--- config.mk ---
export PLATFORM = sky130hd
export DESIGN_NAME = booth_mult_seq_flat
export DESIGN_NICKNAME = d
export VERILOG_FILES = /design/src/rtl/booth_mult_seq_if.sv /design/src/rtl/booth_mult_seq.sv /design/src/flat_wrapper.sv
export SDC_FILE = /design/constraint.sdc
export NUM_CORES = 1
export LEC_CHECK = 0
export BUFFER_PORTS_ARGS = -buffer_cell sky130_fd_sc_hd__buf_4
export CAP_MARGIN = 20
export CORE_MARGIN = 8
export CORE_UTILIZATION = 50
export DETAILED_ROUTE_END_ITERATION = 7
export PLACE_DENSITY = 0.8
export SETUP_SLACK_MARGIN = 0.15
export SLEW_MARGIN = 20
export SYNTH_ARGS = -nofsm -noshare
export SYNTH_HDL_FRONTEND = slang
export SYNTH_SLANG_ARGS = --single-unit
--- constraint.sdc ---
create_clock -name clk -period 2.5 [get_ports clk]
set_input_delay 0.5 -clock clk [delete_from_list [all_inputs] [get_ports clk]]
set_output_delay 0.5 -clock clk [all_outputs]
set_load 0.03 [all_outputs]
--- src/rtl/booth_mult_seq_if.sv ---
// Operand/result handshake bundle for booth_mult_seq.
// The "slave" modport is the multiplier side, and the "master" modport is the operand source / result consumer.
interface booth_mult_seq_if #(
  parameter int unsigned WIDTH = 8
);
  logic               in_valid;
  logic               in_ready;
  logic               signed_mode;
  logic [WIDTH-1:0]   a;
  logic [WIDTH-1:0]   b;
  logic               out_valid;
  logic               out_ready;
  logic [2*WIDTH-1:0] y;
  logic               busy;
  logic [1:0]         state;

  modport slave (
    input  in_valid, signed_mode, a, b, out_ready,
    output in_ready, out_valid, y, busy, state
  );

  modport master (
    output in_valid, signed_mode, a, b, out_ready,
    input  in_ready, out_valid, y, busy, state
  );
endinterface

--- src/rtl/booth_mult_seq.sv ---
// Sequential radix-2 Booth multiplier with valid/ready handshakes on both sides.
// Supports a per-operation signed/unsigned mode, and the FSM state is exported for board debug.
module booth_mult_seq #(
  parameter int unsigned WIDTH = 8
) (
  input  logic           clk,
  input  logic           rst,
  booth_mult_seq_if.slave bus
);
  localparam int unsigned W1 = WIDTH + 1;
  localparam int unsigned CW = $clog2(W1 + 1);

  typedef enum logic [1:0] {
    IDLE = 2'd0,
    CALC = 2'd1,
    DONE = 2'd2
  } state_t;

  state_t              r_state;
  state_t              w_state_nx;
  logic [W1-1:0]       r_m;
  logic [W1-1:0]       r_q;
  logic                r_qm1;
  logic [W1:0]         r_acc;
  logic [CW-1:0]       r_cnt;
  logic [2*WIDTH-1:0]  r_y;

  logic [W1-1:0]       w_a_ext;
  logic [W1-1:0]       w_b_ext;
  logic [W1:0]         w_m_ext;
  logic [W1:0]         w_sum;
  logic [W1:0]         w_acc_nx;
  logic [W1-1:0]       w_q_nx;
  logic [2*WIDTH-1:0]  w_prod;
  logic                w_accept;
  logic                w_last;

  // The extra extension bit lets unsigned operands go through the signed Booth recoding unchanged.
  assign w_a_ext  = {bus.signed_mode & bus.a[WIDTH-1], bus.a};
  assign w_b_ext  = {bus.signed_mode & bus.b[WIDTH-1], bus.b};
  assign w_m_ext  = {r_m[W1-1], r_m};
  assign w_accept = (r_state == IDLE) && bus.in_valid;
  assign w_last   = (r_state == CALC) && (r_cnt == CW'(1));

  always_comb begin
    w_sum = r_acc;
    case ({r_q[0], r_qm1})
      2'b01:   w_sum = r_acc + w_m_ext;
      2'b10:   w_sum = r_acc - w_m_ext;
      default: w_sum = r_acc;
    endcase
  end

  assign w_acc_nx = {w_sum[W1], w_sum[W1:1]};
  assign w_q_nx   = {w_sum[0], r_q[W1-1:1]};
  // The low 2*WIDTH bits of the shifted {acc,Q} are all of Q plus the bottom WIDTH-1 bits of acc.
  assign w_prod   = {w_acc_nx[WIDTH-2:0], w_q_nx};

  always_ff @(posedge clk or posedge rst) begin
    if (rst) r_state <= IDLE;
    else     r_state <= w_state_nx;
  end

  always_comb begin
    w_state_nx = r_state;
    case (r_state)
      IDLE:    if (bus.in_valid) w_state_nx = CALC;
      CALC:    if (w_last) w_state_nx = DONE;
      DONE:    if (bus.out_ready) w_state_nx = IDLE;
      default: w_state_nx = IDLE;
    endcase
  end

  always_ff @(posedge clk or posedge rst) begin
    if (rst) begin
      r_m   <= '0;
      r_q   <= '0;
      r_qm1 <= 1'b0;
      r_acc <= '0;
      r_cnt <= '0;
      r_y   <= '0;
    end else if (w_accept) begin
      r_m   <= w_a_ext;
      r_q   <= w_b_ext;
      r_qm1 <= 1'b0;
      r_acc <= '0;
      r_cnt <= CW'(W1);
    end else if (r_state == CALC) begin
      r_acc <= w_acc_nx;
      r_q   <= w_q_nx;
      r_qm1 <= r_q[0];
      r_cnt <= r_cnt - CW'(1);
      if (w_last) r_y <= w_prod;
    end
  end

  assign bus.in_ready  = (r_state == IDLE);
  assign bus.out_valid = (r_state == DONE);
  assign bus.busy      = (r_state == CALC) || (r_state == DONE);
  assign bus.state     = r_state;
  assign bus.y         = r_y;
endmodule

--- src/flat_wrapper.sv ---
// flat-port wrapper written by rule: the top's interface ports become plain ports
module booth_mult_seq_flat 
#(
  parameter int unsigned WIDTH = 8
)
  (clk, rst, bus_in_valid, bus_signed_mode, bus_a, bus_b, bus_out_ready, bus_in_ready, bus_out_valid, bus_y, bus_busy, bus_state);
  booth_mult_seq_if #(.WIDTH(WIDTH)) bus_i ();
  input  logic clk;
  input  logic rst;
  input wire logic [$bits(bus_i.in_valid)-1:0] bus_in_valid;
  input wire logic [$bits(bus_i.signed_mode)-1:0] bus_signed_mode;
  input wire logic [$bits(bus_i.a)-1:0] bus_a;
  input wire logic [$bits(bus_i.b)-1:0] bus_b;
  input wire logic [$bits(bus_i.out_ready)-1:0] bus_out_ready;
  output wire logic [$bits(bus_i.in_ready)-1:0] bus_in_ready;
  output wire logic [$bits(bus_i.out_valid)-1:0] bus_out_valid;
  output wire logic [$bits(bus_i.y)-1:0] bus_y;
  output wire logic [$bits(bus_i.busy)-1:0] bus_busy;
  output wire logic [$bits(bus_i.state)-1:0] bus_state;
  assign bus_i.in_valid = bus_in_valid;
  assign bus_i.signed_mode = bus_signed_mode;
  assign bus_i.a = bus_a;
  assign bus_i.b = bus_b;
  assign bus_i.out_ready = bus_out_ready;
  assign bus_in_ready = bus_i.in_ready;
  assign bus_out_valid = bus_i.out_valid;
  assign bus_y = bus_i.y;
  assign bus_busy = bus_i.busy;
  assign bus_state = bus_i.state;
  booth_mult_seq #(.WIDTH(WIDTH)) u_core (.clk(clk), .rst(rst), .bus(bus_i));
endmodule
## Word-level counts from Yosys, hierarchy flattened

Cells that the tools add are included.

| storage, ports and cells | value |
|---|---|
| bits in registers | 51 |
| input port bits | 21 |
| output and inout bits | 21 |
| logic and storage cells | 41 |

| operators by class | value |
|---|---|
| $add $sub $neg | 3 |
| equality and inequality tests | 8 |
| multiplexer cells | 13 |
| bitwise operators | 3 |
| reduce and logical (&&, ||, !) cells | 7 |

Operators with widths:

| operator | count |
|---|---|
| $mux 10 | 2 |
| $pmux 10 s2 | 1 |
| $mux 9 | 2 |
| $add 10x10->10 | 1 |
| $sub 10x10->10 | 1 |
| $mux 4 | 2 |
| $mux 2 | 3 |
| $pmux 2 s3 | 1 |
| $reduce_and 3->1 | 2 |
| $eq 2x1->1 const B | 2 |
| $eq 2x2->1 const B | 2 |
| $eq 4x1->1 const B | 1 |
| $ne 2x2->1 const B | 2 |
| $sub 4x1->4 const B | 1 |
| $and 1x1->1 | 2 |
| $logic_and 1x1->1 | 2 |
| $logic_not 2->1 | 1 |
| $mux 1 | 2 |
| $ne 2x1->1 const B | 1 |
| $reduce_bool 2->1 | 1 |
| $logic_or 1x1->1 | 1 |
| $not 1->1 | 1 |

## Depth between registers and ports, before layout

Gate-level depths: netlist of run 1.

| depth | value |
|---|---|
| word-level depth | 4 |
| gate-level depth with buffers | 12 |

## Worst setup path after synthesis of run 1

Ideal clock, no wire load.

| path | value |
|---|---|
| path kind | register to register |
| start point | register u_core.r_qm1 |
| end point | register u_core.r_acc[7] |
| library setup time | 128 ps |
| arrival | 2465 ps |
| required time | 2372 ps |
| setup slack | -93 ps |
| cell stages (with the launch flop) | 12 |
| period minus slack after synthesis | 2593 ps |
| path through | dfrtp_1 -> inv_1 -> ha_1 -> clkbuf_1 -> mux2_2 -> fa_1 -> and2b_1 -> o21ai_2 -> a21oi_1 -> o221a_1 -> xnor2_1 -> o22ai_1 |

| on the way | value |
|---|---|
| word-level cells in the longest chain between the ends | 4 |

Ends and longest elaborated chain:

| item | RTL line | RTL |
|---|---|---|
| start, declared | booth_mult_seq.sv:23 | `logic r_qm1;` |
| start signal, assigned | booth_mult_seq.sv:91 | `r_qm1 <= r_q[0];` |
| $eq 2x2->1 or $eq 2x1->1 (tied branches) | booth_mult_seq.sv:47 | `case ({r_q[0], r_qm1})` |
| $pmux 10 s2 (*) | booth_mult_seq.sv:47 |  |
| $mux 10 (*) | booth_mult_seq.sv:88 | `end else if (r_state == CALC) begin` |
| $mux 10 (*) | booth_mult_seq.sv:82 | `end else if (w_accept) begin` |
| end signal, assigned | booth_mult_seq.sv:89 | `r_acc <= w_acc_nx;` |
| end, declared | booth_mult_seq.sv:24 | `logic [W1:0] r_acc;` |

Every way passes the cells marked *; elsewhere a longest branch is shown, timed or not. The select of a mux whose other input is x is not followed.
A chain may end at the register's enable or synchronous reset.

## Worst setup path after layout of run 1

| path | value |
|---|---|
| start point | register u_core.r_m[1] |
| end point | register u_core.r_acc[7] |

| on the way | value |
|---|---|
| word-level cells in the longest chain between the ends | 4 |

Ends and longest elaborated chain:

| item | RTL line | RTL |
|---|---|---|
| start, declared | booth_mult_seq.sv:21 | `logic [W1-1:0] r_m;` |
| start signal, assigned | booth_mult_seq.sv:83 | `r_m <= w_a_ext;` |
| $sub 10x10->10 or $add 10x10->10 (tied branches) | booth_mult_seq.sv:49, booth_mult_seq.sv:48 |  |
| $pmux 10 s2 (*) | booth_mult_seq.sv:47 |  |
| $mux 10 (*) | booth_mult_seq.sv:88 |  |
| $mux 10 (*) | booth_mult_seq.sv:82 |  |

Marked as above.

==> key figures, run 1 <==
Die
  – Die ar.: 8306 um2
  – Area of the core: 5473 um2
  – Die Wd: 91.14 um
  – Site row count: 27
  – Die Ht: 91.14 um
  – Ports: 42
  – Initial Util: 51.58%

Setup path
  – Crit path max fanout: 4
  – Crit path launch type: flop
  – Arr. time, crit path: 2.73 ns
  – Worst reg2reg setup slack: -0.04 ns
  – CP required: 2.69 ns
  – Setup CP Type: flop to flop
  – CP endpoint kind: flop
  – R2R cell count: 11

Synth
  – Syn nets: 323
  – Count leader, synth: dfrtp_1
  – Area leader, netlist: dfrtp_1
  – Post-Syn Area: 2823 um2
  – Gate count after technology mapping: 285
  – Yosys top cell area share: 44.33%
  – Seq cells post-synth: 50
  – Avg Inst Size Synth: 9.904 um2
  – Area contributors post-synth: dfrtp_1 44%, ha_1 7.1%, nand2_1 5.9%, mux2i_1 5.3%, xnor2_1 4.0%
  – Asr flop ratio synth: 100.0%
  – Ys Warns: 0
  – Synth cell types: 50
  – Synth Flop Type: dfrtp_1
  – Top post-synthesis cells by count: 50 x dfrtp_1, 44 x nand2_1, 17 x nor2_1
  – Post-synthesis sequential area ratio: 44.33%
  – Number of flops mapped to enable cells by yosys: 0

Global route
  – First-pass GRT wire length: 10750 um
  – Initial antenna violation count: 0
  – Vias in the first global route: 2315
  – Grt total ovfl: 0
  – Largest net degree at the start of global routing: 38
  – Gr usage total: 15.56%

Status
  – Status: finished with violations
  – Failing checks: setup timing

Timing
  – RSZ-0062 raised after global routing: yes
  – Slew headroom: 62.96%
  – Fmax: 393.7 MHz
  – Min Tclk post-route: 2.540 ns
  – Setup violators final: 1
  – Fin crit share: 101.6%
  – Setup skew after layout: 0.01075 ns
  – Max Slew Vio Count: 0
  – WHS: 0.2209 ns
  – Final number of hold-violating endpoints: 0
  – Worst Max-Slew Pin Slew: 0.5548 ns
  – Final setup margin: -0.04028 ns

Clocking
  – Clock Tree Buf Depth: 2
  – Worst-Skew Late Latency: 0.32 ns
  – H-tree depth: 2
  – Num CTS Buffers: 5
  – Clk sinks: 50
  – TritonCTS clock tree: done
  – Clock root buffer: clkbuf_8
  – Hold_buf cts: 0
  – Clock-pin slew on the worst setup and hold paths: 0.11 ns

Placed design
  – Placed Cells incl. Taps: 397
  – GPL Wtd Cong: 0.8641
  – Buffers on Ports: 41
  – Placed Area: 3246 um2
  – Final HPWL DP: 4303 um

Finish
  – Share of post-route cells with drive strength above 1: 36.36%
  – Final core utilization: 66.87%
  – Area grow syn2layout: 29.65%
  – Finished Layout Cells: 424
  – Post-route design area: 3660 um2
  – Fin nets: 389
  – Antenna diodes: 0

Drt
  – DR iter-0 viols: 149
  – Final WL: 6685 um
  – Post-DRT Antenna Nets: 0
  – Per-cell routed wire length: 15.77 um
  – Vias/cell: 5.422
  – First-pass iteration count of the detailed router: 5
  – DR DRC count: 0
  – DR vias: 2299

Run
  – Max-cap viol count: 0

Min path
  – Hold Crit Class: input pin to asynchronous set/reset pin
-- flip-flops by register name, summed over array words and instances, names as in the netlist --
signal            flops
u_core.r_cnt          4
u_core.r_q            9
u_core.r_acc          9
u_core.bus.y         16
u_core.bus.state      2
u_core.r_qm1          1
u_core.r_m            9
-- metrics by stage --
stage               TNS (ns)  setup slack, ns
finish              -0.04028         -0.04028
global route          -1.155          -0.1794
CTS                        0          0.03067
detailed placement  -0.05547         -0.03924
global placement           0          0.06592
floorplan                  0           0.1337
-- critical path, stage by stage (launching register included) --
cell and delay, ns:
dfrtp_2 0.46, inv_2 0.10, ha_4 0.14, nor3b_4 0.22, a21oi_2 0.08, xnor2_1 0.14, ha_2 0.18, or2_4 0.27
or3_1 0.31, o221a_1 0.24, xnor2_1 0.18, o22ai_1 0.10
-- area by class of cell --
class | count | area, um2
Sequential cell | 50 | 1255
Fill cell | 432 | 1813
Clock inverter | 3 | 28.78
Timing Repair Buffer | 73 | 555.5
Multi-Input combinational cell | 206 | 1605
Tap cell | 72 | 90.09
Inverter | 15 | 56.30
Clock buffer | 5 | 68.82
-- worst paths after layout --
check	end	startpoint
max in group asynchronous	u_core.r_m[2]	rst
max	u_core.r_acc[7]	u_core.r_m[1]
min in group clk	u_core.r_q[5]	bus_b[5]
min	u_core.bus.y[4]	rst
min reg2reg	u_core.bus.y[12]	u_core.bus.y[12]
max reg2reg	u_core.r_acc[7]	u_core.r_m[1]
-- routing by layer --
layer	vias up	global-route usage [%]	share of wire, %
met5	-	0	0
met4	0	4.366	1.4
met3	9	4.609	5.4
met2	77	26.90	51
met1	1106	18.24	43
li1	1107	-	-
-- kinds of logic after synthesis --
| logic type | synth area share (%) |
|---|---|
| AND/OR/NAND/NOR | 14.58 |
| AO/OA/AOI/OAI | 13.52 |
| flip-flops | 44.33 |
| buffers and inverters | 5.097 |
| multiplexers | 9.707 |
| adder cells (fa/ha/maj) | 7.801 |
| XOR/XNOR | 4.965 |
-- timing repair --
item,CTS,global route
endpoints found under the setup margin,11,12
cloned,0,0
setup buffers,11,8
gates resized for setup,20,18
pin swaps,16,25
-- cells in the final DEF, fill, tap and decap left out, types with 3 or more instances in the layout --
cell,count
buf_4,71
dfrtp_1,47
nand2_1,44
o21ai_0,16
mux2i_1,15
nor2_1,15
inv_1,12
xnor2_1,12
ha_1,11
a21oi_1,10
a21oi_2,7
mux2_1,7
clkbuf_8,5
a211oi_1,4
o21ai_1,4
ha_2,4
o22ai_1,3
nand3_1,3
inv_2,3
mux2_2,3
dfrtp_2,3
Power of run 1 is not shown: default switching activity piles up to over one toggle a cycle in this logic, so the estimate is an artifact.
==> run 2, diff against run 1 <==
--- a/config.mk
+++ b/config.mk
@@ -5,6 +5,7 @@
 export SDC_FILE = /design/constraint.sdc
 export NUM_CORES = 1
 export LEC_CHECK = 0
+export ABC_AREA = 1
 export BUFFER_PORTS_ARGS = -buffer_cell sky130_fd_sc_hd__buf_4
 export CAP_MARGIN = 20
 export CORE_MARGIN = 8
==> key figures, run 2 <==
Status
  – Status: completed (was finished with violations)

Synth
  – Seq cells post-synth: 50 (unchanged)
  – Synth Flop Type: dfrtp_1 (unchanged)
  – Count leader, synth: nand2_1 (was dfrtp_1)
  – Multiplexer share of the synthesized area: 0% (was 9.707%)
  – Xor/xnor share of the synthesized area: 2.068% (was 4.965%)
  – Gate count after technology mapping: 364 (was 285)
  – Synth cell types: 36 (was 50)
  – Post-synthesis compound-gate area fraction: 14.81% (was 13.52%)
  – Top post-synthesis cells by count: 116 x nand2_1, 50 x dfrtp_1, 46 x inv_1, 19 x nor2_1, 18 x o21ai_0 (was 50 x dfrtp_1, 44 x nand2_1, 17 x nor2_1)
  – Largest family of logic cells by synthesized area: simple AND/OR/NAND/NOR gates (unchanged)
  – Ys Warns: 0 (unchanged)
  – Post-synthesis sequential area ratio: 42.19% (was 44.33%)
  – Post-Syn Area: 2965 um2 (was 2823 um2)
  – Yosys top cell area share: 42.19% (was 44.33%)
  – Post-Synth Adder-Cell Area: 7.426% (was 7.801%)
  – Avg Inst Size Synth: 8.147 um2 (was 9.904 um2)
  – Syn nets: 402 (was 323)
  – Area leader, netlist: dfrtp_1 (unchanged)
  – Simple-gate share of the synthesized area: 24.60% (was 14.58%)
  – Asr flop ratio synth: 100.0% (unchanged)
  – Area contributors post-synth: dfrtp_1 42%, nand2_1 15%, ha_1 6.8%, inv_1 5.8%, o221ai_2 3.5% (was dfrtp_1 44%, ha_1 7.1%, nand2_1 5.9%, mux2i_1 5.3%, xnor2_1 4.0%)
  – Number of flops mapped to enable cells by yosys: 0 (unchanged)

Finish
  – Commonest non-fill, non-tap cells in the layout: 111 x nand2_1, 52 x buf_4, 50 x dfrtp_1, 40 x inv_1 (was 71 x buf_4, 47 x dfrtp_1, 44 x nand2_1, 16 x o21ai_0)
  – Share of post-route cells with drive strength above 1: 29.33% (was 36.36%)
  – Fin nets: 454 (was 389)
  – Antenna diodes: 0 (unchanged)
  – Largest register FFs: 16 (unchanged)
  – Fill count: 511 (was 432)
  – Commonest non-fill, non-tap cell in the layout: nand2_1 (was buf_4)
  – Area grow syn2layout: 23.71% (was 29.65%)

Clocking
  – Clock root buffer: clkbuf_8 (unchanged)
  – H-tree depth: 2 (unchanged)
  – Clock-pin slew on the worst setup and hold paths: 0.10 ns (was 0.11 ns)
  – TritonCTS clock tree: done (unchanged)
  – Clk sinks: 50 (unchanged)
  – Clock Tree Buf Depth: 2 (unchanged)
  – Worst-Skew Late Latency: 0.31 ns (was 0.32 ns)
  – Num CTS Buffers: 5 (unchanged)

Die
  – Ports: 42 (unchanged)
  – Die Ht: 93.01 um (was 91.14 um)
  – Initial Util: 50.99% (was 51.58%)
  – Site row count: 28 (was 27)
  – Die ar.: 8651 um2 (was 8306 um2)
  – Area of the core: 5816 um2 (was 5473 um2)
  – Die Wd: 93.01 um (was 91.14 um)

Setup path
  – Setup CP Type: flop to flop (unchanged)
  – CP required: 2.70 ns (was 2.69 ns)
  – Arr. time, crit path: 2.65 ns (was 2.73 ns)
  – CP endpoint kind: flop (unchanged)
  – Worst reg2reg setup slack: 0.05 ns (was -0.04 ns)
  – Crit path max fanout: 5 (was 4)
  – Crit path launch type: flop (unchanged)

Timing
  – Worst Max-Slew Pin Slew: 0.3462 ns (was 0.5548 ns)
  – Min Tclk post-route: 2.451 ns (was 2.540 ns)
  – Setup violators final: 0 (was 1)
  – Fin crit share: 98.03% (was 101.6%)
  – Fmax: 408.0 MHz (was 393.7 MHz)
  – Max Slew Vio Count: 0 (unchanged)
  – RSZ-0062 raised after global routing: yes (unchanged)
  – Setup skew after layout: 0.01566 ns (was 0.01075 ns)
  – Slew headroom: 76.68% (was 62.96%)
  – Final number of hold-violating endpoints: 0 (unchanged)
  – Setup tns final: 0 ns (was -0.04028 ns)

Global route
  – First-pass GRT wire length: 11520 um (was 10750 um)
  – Largest net degree at the start of global routing: 28 (was 38)
  – Initial antenna violation count: 0 (unchanged)
  – Vias in the first global route: 2528 (was 2315)
  – Grt total ovfl: 0 (unchanged)
  – Gr usage total: 16.41% (was 15.56%)

Drt
  – Per-cell routed wire length: 14.46 um (was 15.77 um)
  – Final WL: 7100 um (was 6685 um)
  – First-pass iteration count of the detailed router: 4 (was 5)
  – DR iter-0 viols: 188 (was 149)
  – DR vias: 2529 (was 2299)
  – Vias/cell: 5.151 (was 5.422)
  – DR DRC count: 0 (unchanged)
  – Post-DRT Antenna Nets: 0 (unchanged)

Placed design
  – GPL Wtd Cong: 0.8519 (was 0.8641)
  – Buffers on Ports: 41 (unchanged)
  – Final HPWL DP: 4922 um (was 4303 um)

Min path
  – Hold Crit Class: input pin to asynchronous set/reset pin (unchanged)

Run
  – Max-cap viol count: 0 (unchanged)
## run 2: area by class of cell
| cell class | instances | area, um2 | area share [%] |
|---|---|---|---|
| Clock buffer | 5 | 68.82 | 1.876 |
| Multi-Input combinational cell | 253 | 1603 | 43.69 |
| Timing Repair Buffer | 54 | 412.9 | 11.26 |
| Inverter | 52 | 200.2 | 5.457 |
| Clock inverter | 2 | 38.79 | 1.057 |
| Tap cell | 75 | 93.84 | 2.558 |
| Sequential cell | 50 | 1251 | 34.11 |
## run 2: per-layer routing
metal  vias up  GRT usage (%)  wire (um)
met5         -              0          0
met4         0          7.383        135
met3        12          3.125        362
met2        88          26.98       3510
met1      1167          20.48       3091
li1       1262              -          -
## run 2: metrics by stage
step / setup slack, ns / util (%) / hold slack (ns) / cells / area (um2)
global placement: 0.09262 / 57.57 / 0.4324 / 477 / 3348
CTS: 0.1464 / 60.54 / 0.09973 / 486 / 3521
floorplan: 0.1865 / - / 0.4463 / 364 / 2965
finish: 0.04931 / 63.08 / 0.09452 / 491 / 3669
detailed placement: -0.01082 / 57.57 / 0.4388 / 477 / 3348
global route: -0.1028 / 63.08 / 0.1060 / 491 / 3669
## run 2: worst paths after layout
path,from,end,cells past startpoint
max in group asynchronous,rst,u_core.r_m[5],3
hold reg to reg,u_core.r_cnt[3],u_core.r_cnt[3],1
setup / recovery,u_core.r_m[0],u_core.r_acc[6],16
hold / removal,rst,u_core.r_q[2],2
min in group clk,bus_a[4],u_core.r_m[4],3
setup reg to reg,u_core.r_m[0],u_core.r_acc[6],16
## run 2: cell families (layout without fill, tap and decap cells)
| group | count (synthesis) | count (layout) |
|---|---|---|
| buf+inv | 61 | 113 |
| flops | 50 | 50 |
| compound gates | 61 | 61 |
| xor+xnor | 7 | 7 |
| simple gates | 168 | 168 |
| fa+ha+maj | 17 | 17 |
## run 2: worst max-delay path, stage by stage, from the launching register on
cell and delay [ns]:
dfrtp_1 0.41, inv_2 0.10, ha_4 0.15, nand2_4 0.06, nor2_4 0.12, buf_4 0.11, nor2_1 0.04, xnor2_1 0.22
ha_2 0.36, a21oi_4 0.18, nor2_1 0.07, nor2_1 0.15, nand3b_1 0.09, nand3_1 0.08, nand2_1 0.08, nand2_1 0.06
nand2_1 0.05
## run 2: repair_timing
item | CTS | global route
buffers inserted | 2 | 5
hold buffers | 0 | 0
endpoints found under the setup margin | 5 | 12
gates resized for setup | 11 | 28
cloned | 0 | 0
pin swaps | 1 | 18
Power of run 2 is left out for the same reason.
==> run 3, diff against run 2 <==
--- a/config.mk
+++ b/config.mk
@@ -11,7 +11,7 @@
 export CORE_MARGIN = 8
 export CORE_UTILIZATION = 50
 export DETAILED_ROUTE_END_ITERATION = 7
-export PLACE_DENSITY = 0.8
+export PLACE_DENSITY = 0.77
 export SETUP_SLACK_MARGIN = 0.15
 export SLEW_MARGIN = 20
 export SYNTH_ARGS = -nofsm -noshare
==> constraint.sdc (replaced) <==
create_clock -name clk -period 2.8 [get_ports clk]
set_input_delay 0.56 -clock clk [delete_from_list [all_inputs] [get_ports clk]]
set_output_delay 0.56 -clock clk [all_outputs]
set_load 0.03 [all_outputs]
==> key figures, run 3 (synthesized netlist as in run 2, its figures left out) <==
Placed design
  – Final HPWL DP: 4870 um (was 4922 um)
  – GPL Wtd Cong: 0.8679 (was 0.8519)
  – Buffers on Ports: 41 (unchanged)
  – Dpl ws: 0.2298 ns (was -0.01082 ns)

Timing
  – Setup tns final: 0 ns (unchanged)
  – RSZ-0062 raised after global routing: no (was yes)
  – Setup skew after layout: 0.01136 ns (was 0.01566 ns)
  – Final setup margin: 0.3893 ns (was 0.04931 ns)
  – Max Slew Vio Count: 0 (unchanged)
  – Slew headroom: 72.06% (was 76.68%)
  – Setup violators final: 0 (unchanged)
  – Worst Max-Slew Pin Slew: 0.4147 ns (was 0.3462 ns)
  – Fin crit share: 86.10% (was 98.03%)
  – Min Tclk post-route: 2.411 ns (was 2.451 ns)
  – Final number of hold-violating endpoints: 0 (unchanged)
  – Fmax: 414.8 MHz (was 408.0 MHz)
  – WHS: 0.1367 ns (was 0.09452 ns)

Finish
  – Commonest non-fill, non-tap cell in the layout: nand2_1 (unchanged)
  – Final core utilization: 59.79% (was 63.08%)
  – Antenna diodes: 0 (unchanged)
  – Largest register FFs: 16 (unchanged)
  – Fill count: 551 (was 511)
  – Commonest non-fill, non-tap cells in the layout: 116 x nand2_1, 50 x dfrtp_1, 45 x buf_4, 44 x inv_1 (was 111 x nand2_1, 52 x buf_4, 50 x dfrtp_1, 40 x inv_1)
  – Share of post-route cells with drive strength above 1: 23.04% (was 29.33%)
  – Fin nets: 445 (was 454)
  – Area grow syn2layout: 17.26% (was 23.71%)

Drt
  – Per-cell routed wire length: 13.15 um (was 14.46 um)
  – Post-DRT Antenna Nets: 0 (unchanged)
  – First-pass iteration count of the detailed router: 5 (was 4)
  – DR vias: 2468 (was 2529)
  – DR DRC count: 0 (unchanged)
  – Vias/cell: 5.110 (was 5.151)
  – DR iter-0 viols: 155 (was 188)
  – Final WL: 6350 um (was 7100 um)

Die
  – Die Ht: 93.01 um (unchanged)
  – Area of the core: 5816 um2 (unchanged)
  – Die Wd: 93.01 um (unchanged)
  – Ports: 42 (unchanged)
  – Initial Util: 50.99% (unchanged)
  – Die ar.: 8651 um2 (unchanged)
  – Site row count: 28 (unchanged)

Clocking
  – Worst-Skew Late Latency: 0.31 ns (about the same)
  – Clock root buffer: clkbuf_8 (unchanged)
  – Num CTS Buffers: 5 (unchanged)
  – Clk sinks: 50 (unchanged)
  – Hold_buf cts: 0 (unchanged)
  – Clock Tree Buf Depth: 2 (unchanged)
  – Clock-pin slew on the worst setup and hold paths: 0.10 ns (about the same)
  – TritonCTS clock tree: done (unchanged)
  – H-tree depth: 2 (unchanged)

Global route
  – First-pass GRT wire length: 10780 um (was 11520 um)
  – Gr usage total: 15.25% (was 16.41%)
  – Initial antenna violation count: 0 (unchanged)
  – Largest net degree at the start of global routing: 28 (unchanged)
  – Grt total ovfl: 0 (unchanged)
  – Vias in the first global route: 2394 (was 2528)

Setup path
  – Crit path launch type: flop (unchanged)
  – CP required: 3.01 ns (was 2.70 ns)
  – Crit path max fanout: 8 (was 5)
  – Arr. time, crit path: 2.62 ns (was 2.65 ns)
  – CP endpoint kind: flop (unchanged)
  – Setup CP Type: flop to flop (unchanged)

Power
  – Leakage power: 1.810 nW
  – Cell area power density: 1411 nW/um2
  – Worst ir drop on vdd: 0.8377 mV
  – Overall power: 0.004905 W

Status
  – Status: completed (unchanged)

Min path
  – Hold Crit Class: input pin to asynchronous set/reset pin (unchanged)

Run
  – Max-cap viol count: 0 (unchanged)
run 3: final cells by class:
class | count | area, um2 | area share, %
Tap cell | 75 | 93.84 | 2.699
Clock buffer | 5 | 68.82 | 1.979
Sequential cell | 50 | 1251 | 35.98
Inverter | 52 | 200.2 | 5.757
Timing Repair Buffer | 45 | 337.8 | 9.716
Clock inverter | 3 | 47.55 | 1.367
Multi-Input combinational cell | 253 | 1478 | 42.50
run 3: worst paths after layout:
path / start / end / slack, ns / cells past startpoint
setup / recovery: u_core.r_qm1 / u_core.r_acc[8] / 0.39 / 16
hold / removal: rst / u_core.bus.y[3] / 0.14 / 2
setup reg to reg: u_core.r_qm1 / u_core.r_acc[8] / 0.39 / 16
hold reg to reg: u_core.r_cnt[3] / u_core.r_cnt[3] / 0.49 / 1
max in group asynchronous: rst / u_core.r_m[0] / 2.08 / 3
min in group clk: bus_a[4] / u_core.r_m[4] / 0.44 / 3
run 3: where the power goes:
part / total (W) / switching [W] / internal [W]
Clock: 0.000530 / 0.000259 / 0.000271
Sequential: 0.00122 / 0.000196 / 0.00103
Combinational: 0.00315 / 0.00199 / 0.00116
Total: 0.00491 / 0.00245 / 0.00246
run 3: metal layers:
metal	global-route usage, %	wire length [um]
met5	0	0
met4	5.906	112
met3	3.285	389
met2	24.85	2920
met1	19.35	2927
run 3: what timing repair did:
action / in CTS / in global routing
endpoints found under the setup margin: 0 / 5
setup buffers: 0 / 1
resized for setup: 0 / 9
run 3: critical path, stage by stage (launching register included):
cell and delay [ns]:
dfrtp_1 0.37, inv_1 0.08, ha_2 0.26, inv_1 0.12, o21ai_1 0.14, o21ai_1 0.12, xor2_1 0.13, inv_1 0.06
ha_1 0.34, nand2_1 0.12, inv_1 0.04, a21oi_1 0.13, nand2_1 0.06, nor2_1 0.12, nand3_1 0.09, nand3_1 0.08
nand2_1 0.05
run 3: per-stage QoR:
step | cell area, um2 | cells
after floorplan | 2965 | 364
after global placement | 3326 | 474
after detailed placement | 3326 | 474
after CTS | 3442 | 482
after global routing | 3477 | 483
final | 3477 | 483
(Power assumes the default switching activity.)
